$ cat src/rtl/cache_pkg.sv
// Shared types and default geometry for the single-line instruction cache controller.
package cache_pkg;

  localparam int N_CACHELINE_LENGTH_DEF = 4;
  localparam int BITSIZE_DEF            = 32;

  typedef enum logic [2:0] {
    IDLE    = 3'd0,
    LOOKUP  = 3'd1,
    REFILL  = 3'd2,
    COMMIT  = 3'd3,
    RESPOND = 3'd4
  } ctrl_state_t;

endpackage

$ cat src/rtl/icache_ctrl_if.sv
// Core, cache-line and memory signals of the icache controller; master = controller side.
interface icache_ctrl_if import cache_pkg::*; #(
  parameter int N_CACHELINE_LENGTH = N_CACHELINE_LENGTH_DEF,
  parameter int BITSIZE            = BITSIZE_DEF
);

  logic                              core_req_i;
  logic [BITSIZE-1:0]                core_addr_i;
  logic                              core_ack_o;
  logic [BITSIZE-1:0]                core_data_o;

  logic [BITSIZE-1:0]                line_addr_o;
  logic                              line_store_o;
  logic [BITSIZE*N_CACHELINE_LENGTH-1:0] line_data_o;
  logic                              line_hit_i;
  logic [BITSIZE-1:0]                line_data_i;

  logic                              mem_req_o;
  logic [BITSIZE-1:0]                mem_addr_o;
  logic                              mem_valid_i;
  logic [BITSIZE-1:0]                mem_data_i;

  modport master (
    input  core_req_i, core_addr_i, line_hit_i, line_data_i, mem_valid_i, mem_data_i,
    output core_ack_o, core_data_o, line_addr_o, line_store_o, line_data_o, mem_req_o, mem_addr_o
  );

  modport slave (
    output core_req_i, core_addr_i, line_hit_i, line_data_i, mem_valid_i, mem_data_i,
    input  core_ack_o, core_data_o, line_addr_o, line_store_o, line_data_o, mem_req_o, mem_addr_o
  );

endinterface

$ cat src/rtl/cache_refill_buf.sv
// N-word refill staging buffer: one word written per cycle, whole line visible flat; write lands next edge.
module cache_refill_buf #(
  parameter int N_WORDS = 4,
  parameter int WORD_W  = 32
) (
  input  logic                        clk,
  input  logic                        rstn_i,
  input  logic                        we_i,
  input  logic [$clog2(N_WORDS)-1:0]  idx_i,
  input  logic [WORD_W-1:0]           dat_i,
  output logic [WORD_W*N_WORDS-1:0]   line_o
);

  logic [WORD_W-1:0] word_q [N_WORDS];

  always_ff @(posedge clk or negedge rstn_i) begin
    if (!rstn_i) begin
      for (int i = 0; i < N_WORDS; i++) word_q[i] <= '0;
    end else if (we_i) begin
      word_q[idx_i] <= dat_i;
    end
  end

  for (genvar g = 0; g < N_WORDS; g++) begin : g_flat
    assign line_o[g*WORD_W +: WORD_W] = word_q[g];
  end

endmodule

$ cat src/rtl/icache_ctrl.sv
// Single-line icache sequencer: hit ack 2 cycles after request, miss refills the whole line first.
// No backpressure on the core beyond holding the ack; memory stalls simply stretch REFILL.
module icache_ctrl import cache_pkg::*; #(
  parameter int N_CACHELINE_LENGTH = N_CACHELINE_LENGTH_DEF,
  parameter int BITSIZE            = BITSIZE_DEF
) (
  input  logic          clk,
  input  logic          rstn_i,
  icache_ctrl_if.master bus
);

  localparam int OFFSET_W = $clog2(N_CACHELINE_LENGTH);
  localparam int TAG_W    = BITSIZE - OFFSET_W;
  localparam logic [OFFSET_W-1:0] CNT_LAST = OFFSET_W'(N_CACHELINE_LENGTH - 1);

  ctrl_state_t                  state_q, state_d;
  logic [BITSIZE-1:0]           addr_q, addr_d;
  logic [BITSIZE-1:0]           core_data_q, core_data_d;
  logic [OFFSET_W-1:0]          cnt_q, cnt_d;
  logic                         valid_line_q, valid_line_d;
  logic                         buf_we;
  logic [BITSIZE*N_CACHELINE_LENGTH-1:0] buf_line;
  logic [TAG_W-1:0]             tag;
  logic [BITSIZE-1:0]           buf_word;

  assign tag      = addr_q[BITSIZE-1:OFFSET_W];
  assign buf_word = buf_line[addr_q[OFFSET_W-1:0]*BITSIZE +: BITSIZE];

  cache_refill_buf #(
    .N_WORDS (N_CACHELINE_LENGTH),
    .WORD_W  (BITSIZE)
  ) u_buf (
    .clk    (clk),
    .rstn_i (rstn_i),
    .we_i   (buf_we),
    .idx_i  (cnt_q),
    .dat_i  (bus.mem_data_i),
    .line_o (buf_line)
  );

  assign bus.line_data_o = buf_line;
  assign bus.core_data_o = core_data_q;

  always_ff @(posedge clk or negedge rstn_i) begin
    if (!rstn_i) begin
      state_q      <= IDLE;
      addr_q       <= '0;
      core_data_q  <= '0;
      cnt_q        <= '0;
      valid_line_q <= 1'b0;
    end else begin
      state_q      <= state_d;
      addr_q       <= addr_d;
      core_data_q  <= core_data_d;
      cnt_q        <= cnt_d;
      valid_line_q <= valid_line_d;
    end
  end

  always_comb begin
    state_d          = state_q;
    addr_d           = addr_q;
    core_data_d      = core_data_q;
    cnt_d            = cnt_q;
    valid_line_d     = valid_line_q;
    buf_we           = 1'b0;
    bus.core_ack_o   = 1'b0;
    bus.line_addr_o  = '0;
    bus.line_store_o = 1'b0;
    bus.mem_req_o    = 1'b0;
    bus.mem_addr_o   = '0;

    unique case (state_q)
      IDLE: begin
        if (bus.core_req_i) begin
          addr_d  = bus.core_addr_i;
          state_d = LOOKUP;
        end
      end
      LOOKUP: begin
        bus.line_addr_o = addr_q;
        // The line's tag compare is meaningless until something has been stored in it.
        if (bus.line_hit_i && valid_line_q) begin
          core_data_d = bus.line_data_i;
          state_d     = RESPOND;
        end else begin
          cnt_d   = '0;
          state_d = REFILL;
        end
      end
      REFILL: begin
        bus.mem_req_o  = 1'b1;
        bus.mem_addr_o = {tag, cnt_q};
        if (bus.mem_valid_i) begin
          buf_we = 1'b1;
          if (cnt_q == CNT_LAST) state_d = COMMIT;
          else                   cnt_d   = cnt_q + 1'b1;
        end
      end
      COMMIT: begin
        bus.line_store_o = 1'b1;
        bus.line_addr_o  = {tag, {OFFSET_W{1'b0}}};
        core_data_d      = buf_word;
        valid_line_d     = 1'b1;
        state_d          = RESPOND;
      end
      RESPOND: begin
        bus.core_ack_o = 1'b1;
        state_d        = IDLE;
      end
      default: state_d = IDLE;
    endcase
  end

endmodule

$ cat src/flat_wrapper.sv
// flat-port wrapper written by rule: the top's interface ports become plain ports
module icache_ctrl_flat import cache_pkg::*;
#(
  parameter int N_CACHELINE_LENGTH = N_CACHELINE_LENGTH_DEF,
  parameter int BITSIZE            = BITSIZE_DEF
)
  (clk, rstn_i, bus_core_req_i, bus_core_addr_i, bus_line_hit_i, bus_line_data_i, bus_mem_valid_i, bus_mem_data_i, bus_core_ack_o, bus_core_data_o, bus_line_addr_o, bus_line_store_o, bus_line_data_o, bus_mem_req_o, bus_mem_addr_o);
  icache_ctrl_if #(.N_CACHELINE_LENGTH(N_CACHELINE_LENGTH), .BITSIZE(BITSIZE)) bus_i ();
  input  logic clk;
  input  logic rstn_i;
  input wire logic [$bits(bus_i.core_req_i)-1:0] bus_core_req_i;
  input wire logic [$bits(bus_i.core_addr_i)-1:0] bus_core_addr_i;
  input wire logic [$bits(bus_i.line_hit_i)-1:0] bus_line_hit_i;
  input wire logic [$bits(bus_i.line_data_i)-1:0] bus_line_data_i;
  input wire logic [$bits(bus_i.mem_valid_i)-1:0] bus_mem_valid_i;
  input wire logic [$bits(bus_i.mem_data_i)-1:0] bus_mem_data_i;
  output wire logic [$bits(bus_i.core_ack_o)-1:0] bus_core_ack_o;
  output wire logic [$bits(bus_i.core_data_o)-1:0] bus_core_data_o;
  output wire logic [$bits(bus_i.line_addr_o)-1:0] bus_line_addr_o;
  output wire logic [$bits(bus_i.line_store_o)-1:0] bus_line_store_o;
  output wire logic [$bits(bus_i.line_data_o)-1:0] bus_line_data_o;
  output wire logic [$bits(bus_i.mem_req_o)-1:0] bus_mem_req_o;
  output wire logic [$bits(bus_i.mem_addr_o)-1:0] bus_mem_addr_o;
  assign bus_i.core_req_i = bus_core_req_i;
  assign bus_i.core_addr_i = bus_core_addr_i;
  assign bus_i.line_hit_i = bus_line_hit_i;
  assign bus_i.line_data_i = bus_line_data_i;
  assign bus_i.mem_valid_i = bus_mem_valid_i;
  assign bus_i.mem_data_i = bus_mem_data_i;
  assign bus_core_ack_o = bus_i.core_ack_o;
  assign bus_core_data_o = bus_i.core_data_o;
  assign bus_line_addr_o = bus_i.line_addr_o;
  assign bus_line_store_o = bus_i.line_store_o;
  assign bus_line_data_o = bus_i.line_data_o;
  assign bus_mem_req_o = bus_i.mem_req_o;
  assign bus_mem_addr_o = bus_i.mem_addr_o;
  icache_ctrl #(.N_CACHELINE_LENGTH(N_CACHELINE_LENGTH), .BITSIZE(BITSIZE)) u_core (.clk(clk), .rstn_i(rstn_i), .bus(bus_i));
endmodule
$ cat config.mk
export PLATFORM = sky130hd
export DESIGN_NAME = icache_ctrl_flat
export DESIGN_NICKNAME = d
export VERILOG_FILES = /design/src/rtl/cache_pkg.sv /design/src/rtl/icache_ctrl_if.sv /design/src/rtl/cache_refill_buf.sv /design/src/rtl/icache_ctrl.sv /design/src/flat_wrapper.sv
export SDC_FILE = /design/constraint.sdc
export NUM_CORES = 1
export LEC_CHECK = 0
export CORE_MARGIN = 4
export CORE_UTILIZATION = 46
export CTS_BUF_LIST = sky130_fd_sc_hd__clkbuf_4 sky130_fd_sc_hd__clkbuf_8
export DETAILED_ROUTE_END_ITERATION = 8
export PLACE_DENSITY = 0.82
export SETUP_SLACK_MARGIN = 0.4
export SYNTH_ARGS = -nofsm -noshare
export SYNTH_HDL_FRONTEND = slang
export SYNTH_SLANG_ARGS = --single-unit
$ cat constraint.sdc
create_clock -name clk -period 2 [get_ports clk]
set_input_delay 0.5 -clock clk [delete_from_list [all_inputs] [get_ports clk]]
set_output_delay 0.5 -clock clk [all_outputs]
set_load 0.02 [all_outputs]
# [After elaboration in Yosys (flattened, before gate mapping)]
# Index checks and enable logic that the tools add are counted.
[op_classes] add_sub_neg=1 magnitude_cmp=2 n_eq_ne=11 shifts=1 mux=21 bitwise=1 n_reduce_logical=9
[ops] operator="$bwmux W128" n=1
[ops] operator="$pmux W32 S2" n=2
[ops] operator="$shiftx A128 B8 Y32" n=1
[ops] operator="$mux W32" n=3
[ops] operator="$demux W32 S2" n=1
[ops] operator="$mux W3" n=4
[ops] operator="$pmux W3 S4" n=1
[ops] operator="$ne A2 B2 Y1 const B" n=4
[ops] operator="$eq A3 B2 Y1 const B" n=2
[ops] operator="$mux W2" n=3
[ops] operator="$mux W1" n=5
[ops] operator="$ne A2 B1 Y1 const B" n=2
[ops] operator="$pmux W2 S2" n=1
[ops] operator="$reduce_and A2 Y1" n=2
[ops] operator="$reduce_and A4 Y1" n=1
[ops] operator="$reduce_bool A2 Y1" n=2
[ops] operator="$eq A3 B1 Y1 const B" n=1
[ops] operator="$eq A3 B3 Y1 const B" n=1
[ops] operator="$ge A3 B3 Y1 const B" n=1
[ops] operator="$logic_not A3 Y1" n=1
[ops] operator="$lt A3 B1 Y1 const B" n=1
[ops] operator="$not A2 Y3" n=1
[ops] operator="$reduce_and A3 Y1" n=1
[ops] operator="$add A2 B1 Y2 const B" n=1
[ops] operator="other kinds (2)" n=3
[totals] register_bits=198 inputBits=101 out_inout_bits=227 wordCells=55

# [Logic depth before layout (Yosys ltp)]
[depth] depth_word=6 ltp_mapped=8 mapped_depth_nobuf=5

# [Hierarchy]
# Synthesis repeated with hierarchy kept, for this count alone.
[unflattened] cells_unflattened=660 area_unflattened_um2=8909.8
[modules_own_cells] mod="cache_refill_buf" instances=1 cells_per_inst=272 area_each_um2=4744.6 seq_area_each_um2=3203.1
[modules_own_cells] mod="icache_ctrl" instances=1 cells_per_inst=388 area_each_um2=4165.2 seq_area_each_um2=1751.7

# [Worst setup path before layout]
# No wires, ideal clock.
[synth_timing] path_kind="flip-flop to output port" startpoint="register u_core.state_q[0]" endpoint="output bus_mem_addr_o[22]" arrival_ps=1443 t_required_ps=1500 slack_ps=57 stages_incl_launch_ff=6 path_buffers=2 cell_sequence="dfrtp_1 > buf_6 > nand2b_4 > nor2_1 > clkbuf_1 > and2_1"
[synth_between] elab_chain_cells=2
[synth_rtl] element="start: declaration" line_no="icache_ctrl.sv:16" rtl="ctrl_state_t state_q, state_d;"
[synth_rtl] element="start signal: assignment" line_no="icache_ctrl.sv:52" rtl="state_q <= state_d;"
[synth_rtl] element="$eq A3 B2 Y1" line_no="icache_ctrl.sv:73" rtl="unique case (state_q)"
[synth_rtl] element="$mux W32" line_no="icache_ctrl.sv:73"
[synth_rtl] element="end: declaration" line_no="flat_wrapper.sv:23" rtl="output wire logic [$bits(bus_i.mem_addr_o)-1:0] bus_mem_addr_o;"
# No other way between the ends.

# [Worst setup path after layout]
[layout_timing] startpoint="register u_core.state_q[0]" endpoint="output bus_mem_addr_o[18]"
# Same word-level chain as after synthesis.

==> results.cfg <==
[global_routing]
grt_max_degree = 55
grt_pass1_vias = 7098
grt_overflow_total = 0
antenna_found_initial = 0
grt_pass1_wl_um = 42400
grt_use_total = 0.252

[placement]
portBuffers = 327
gp_congestion = 0.781
dp.cells = 1191
dp_hpwl_um = 19300

[pwr]
p_seq_frac = 0.308
p_int_mw = 14.6
peakVddDrop_uv = 885
swShare = 0.394
power_frac_clock = 0.103
power.leakage_nw = 7.27
p_comb_frac = 0.589
p_switching_mw = 9.52
p_per_area_nw_per_um2 = 1650

[clocking]
clk_latency_ns = 0.48
htreeDepth = 4
path_clk_slew_ns = 0.11
cts_tree = done
cts_sinks = 198
cts_buffers = 17
clockBufferDepth = 2
cts_root_buffer = clkbuf_8

[worst_setup_path]
cp.depth = 6
arrival_ns = 1.74
endpoint_kind = output pin
crit_family = simple AND/OR/NAND/NOR gates
r2r_setup_slack_ns = -0.18
slowest_delay_ns = 0.41
ff2ff_path_depth = 12
reg2reg_from = u_core.state_q[0]$_DFFE_PN0P_
startpoint = u_core.state_q[0]$_DFFE_PN0P_
rr_endpoint = u_core.bus.core_data_o[0]$_DFFE_PN0P_
crit_path_cell_trace = nand2b_4 > nor2_4 > buf_4 > buf_12 > and2_2 > buf_6
crit_fanout = 16
cp.required_ns = 1.50
cp_slowest_cell = dfrtp_1
cp_num_buf_inv = 3
critPathLaunchType = register
crit_type = register to output pin
cp-endpoint = bus_mem_addr_o[18]

[route]
drtIter0Drc = 347
drt_first_pass_iters = 5
drt-total-wl_um = 31100
postRouteAntennaNets = 0
avgRoutedWirePerCell_um = 23.3
via_per_inst = 5.33
drc = 0
vias = 7095

[timing]
setup_viol = 93
hold_ws_ns = 0.496
fmax_ghz = 0.447
slew-limit-headroom = 0.759
setup_ws_ns = -0.238
min_period_ns = 2.24
fin_crit_sh = 1.12
hold_viol = 0
slew_viol_final = 0
finalSetupTns_ns = -13.45
fin_worst_skew_ns = 0.0171
rsz0062_at_grt = true
tightest_slew_ns = 0.362

[floorplan]
die_y_um = 148
rows = 51
fp.dieArea_um2 = 22000
initial_core_util = 0.467
ios = 328
core_um2 = 19400
die_w_um = 148

[synthesis]
yosysUniqueCellTypes = 29
synthCells = 600
ys_ff_latch = 198
syn_avg_cell_area_um2 = 15.1
ys_seq_area_frac = 0.547
syn_nets = 705
yosysWarnings = 0
synth_area_um2 = 9060

[layout]
layoutNonFillerInstCount = 1332
antenna_cells = 0
drive_gt1_frac = 0.638
nNetsFinal = 1159
area_delta_synth_final_pct = 61.8

[run]
maxCapViolations = 0

[status]
status = finished, violations left
violations = setup timing

[hold_path]
hp-class = input pin to async pin
metal layers:
layer | track usage | part of all wire | vias up
met4 | 0.0596 | 0.020 | 0
met2 | 0.435 | 0.52 | 287
met3 | 0.0591 | 0.072 | 34
li1 | - | - | 3095
met5 | 0 | 0 | -
met1 | 0.327 | 0.39 | 3679
what timing repair did:
item,CTS,global route
endpoints found under the setup margin,419,363
gates resized for setup,1068,237
endpoints found under the hold margin,26,0
pin swaps,14,34
cloned,4,16
hold buffers,1,0
buffers inserted,36,52
Yosys cell counts (all sizes together):
cell,count,share of area
inv,32,0.013
and3b,2,0.0019
ha,4,0.0055
nor3,4,0.0022
a31oi,1,0.00069
clkbuf,12,0.0050
o21ai,4,0.0022
and2,60,0.041
mux4,32,0.080
nand2,11,0.0079
nor2,2,0.00083
a222oi,27,0.030
o22ai,5,0.0035
nor2b,2,0.0014
nand2b,3,0.0029
dfrtp,198,0.55
mux2i,1,0.0011
nor3b,3,0.0037
or2b,1,0.00083
and4b,1,0.0011
mux2,160,0.22
a2bb2oi,2,0.0019
buf,30,0.026
a21oi,3,0.0017
final cells by class:
cell class,instances,area [µm²]
flip-flops and latches,198,4960
repair buffers,477,4860
fillers,1184,4750
multi-input cells,328,4000
well taps,265,332
clock buffers,18,241
clock inverters,14,139
inverters,32,124
power by group through the flow:
stage	sequential, mW	combinational [mW]	clock (mW)
floorplan	8.74	5.15	0
global placement	7.28	12.0	0
detailed placement	7.35	12.2	0
CTS	7.20	11.9	2.54
global route	7.62	14.9	2.71
finish	7.44	14.2	2.49
layout by cell type (no fill, tap or decap), types with 22 or more instances in the layout:
master and instances:
buf_2 86, and2_4 44, dfrtp_1 195, mux2_4 56, a222oi_1 27, clkdlybuf4s50_1 99
inv_1 31, buf_12 22, mux2_2 104, buf_4 80, buf_6 164, mux4_2 32
sequential cells by signal, summed over array words and instances, names as in the netlist:
name,count
u_core.addr_q,32
u_core.valid_line_q,1
u_core.bus.core_data_o,32
u_core.u_buf.line_o,128
u_core.state_q,3
u_core.cnt_q,2
metrics by stage:
step	power, mW	worst slack (ns)	area [µm²]	utilization
floorplan	13.9	0.256	9180	-
global placement	19.3	-0.114	13000	0.671
detailed placement	19.6	-0.150	13000	0.671
CTS	21.7	-0.191	13200	0.682
global route	25.3	-0.308	14700	0.755
finish	24.2	-0.238	14700	0.755
cell families (layout without fill, tap and decap cells):
kind of cell | after synthesis | count (layout) | synth area share
muxes | 193 | 193 | 0.300
AOI/OAI and AO/OA | 42 | 42 | 0.0398
DFF | 198 | 198 | 0.547
adders and majority gates | 4 | 4 | 0.00553
and+or+nand+nor | 89 | 89 | 0.0642
buffers and inverters | 74 | 541 | 0.0438
worst min-delay path by stage:
stage	end	cells after the start	start
2_1_floorplan	u_core.addr_q[0]$_DFFE_PN0P_	0	rstn_i
3_3_place_gp	u_core.bus.core_data_o[4]$_DFFE_PN0P_	1	rstn_i
3_5_place_dp	u_core.u_buf.line_o[4]$_DFFE_PN0P_	1	rstn_i
4_1_cts	u_core.u_buf.line_o[4]$_DFFE_PN0P_	2	rstn_i
5_1_grt	u_core.bus.core_data_o[3]$_DFFE_PN0P_	2	rstn_i
6_report	u_core.u_buf.line_o[4]$_DFFE_PN0P_	2	rstn_i
Note: power is estimated with default switching activity, not from simulation.
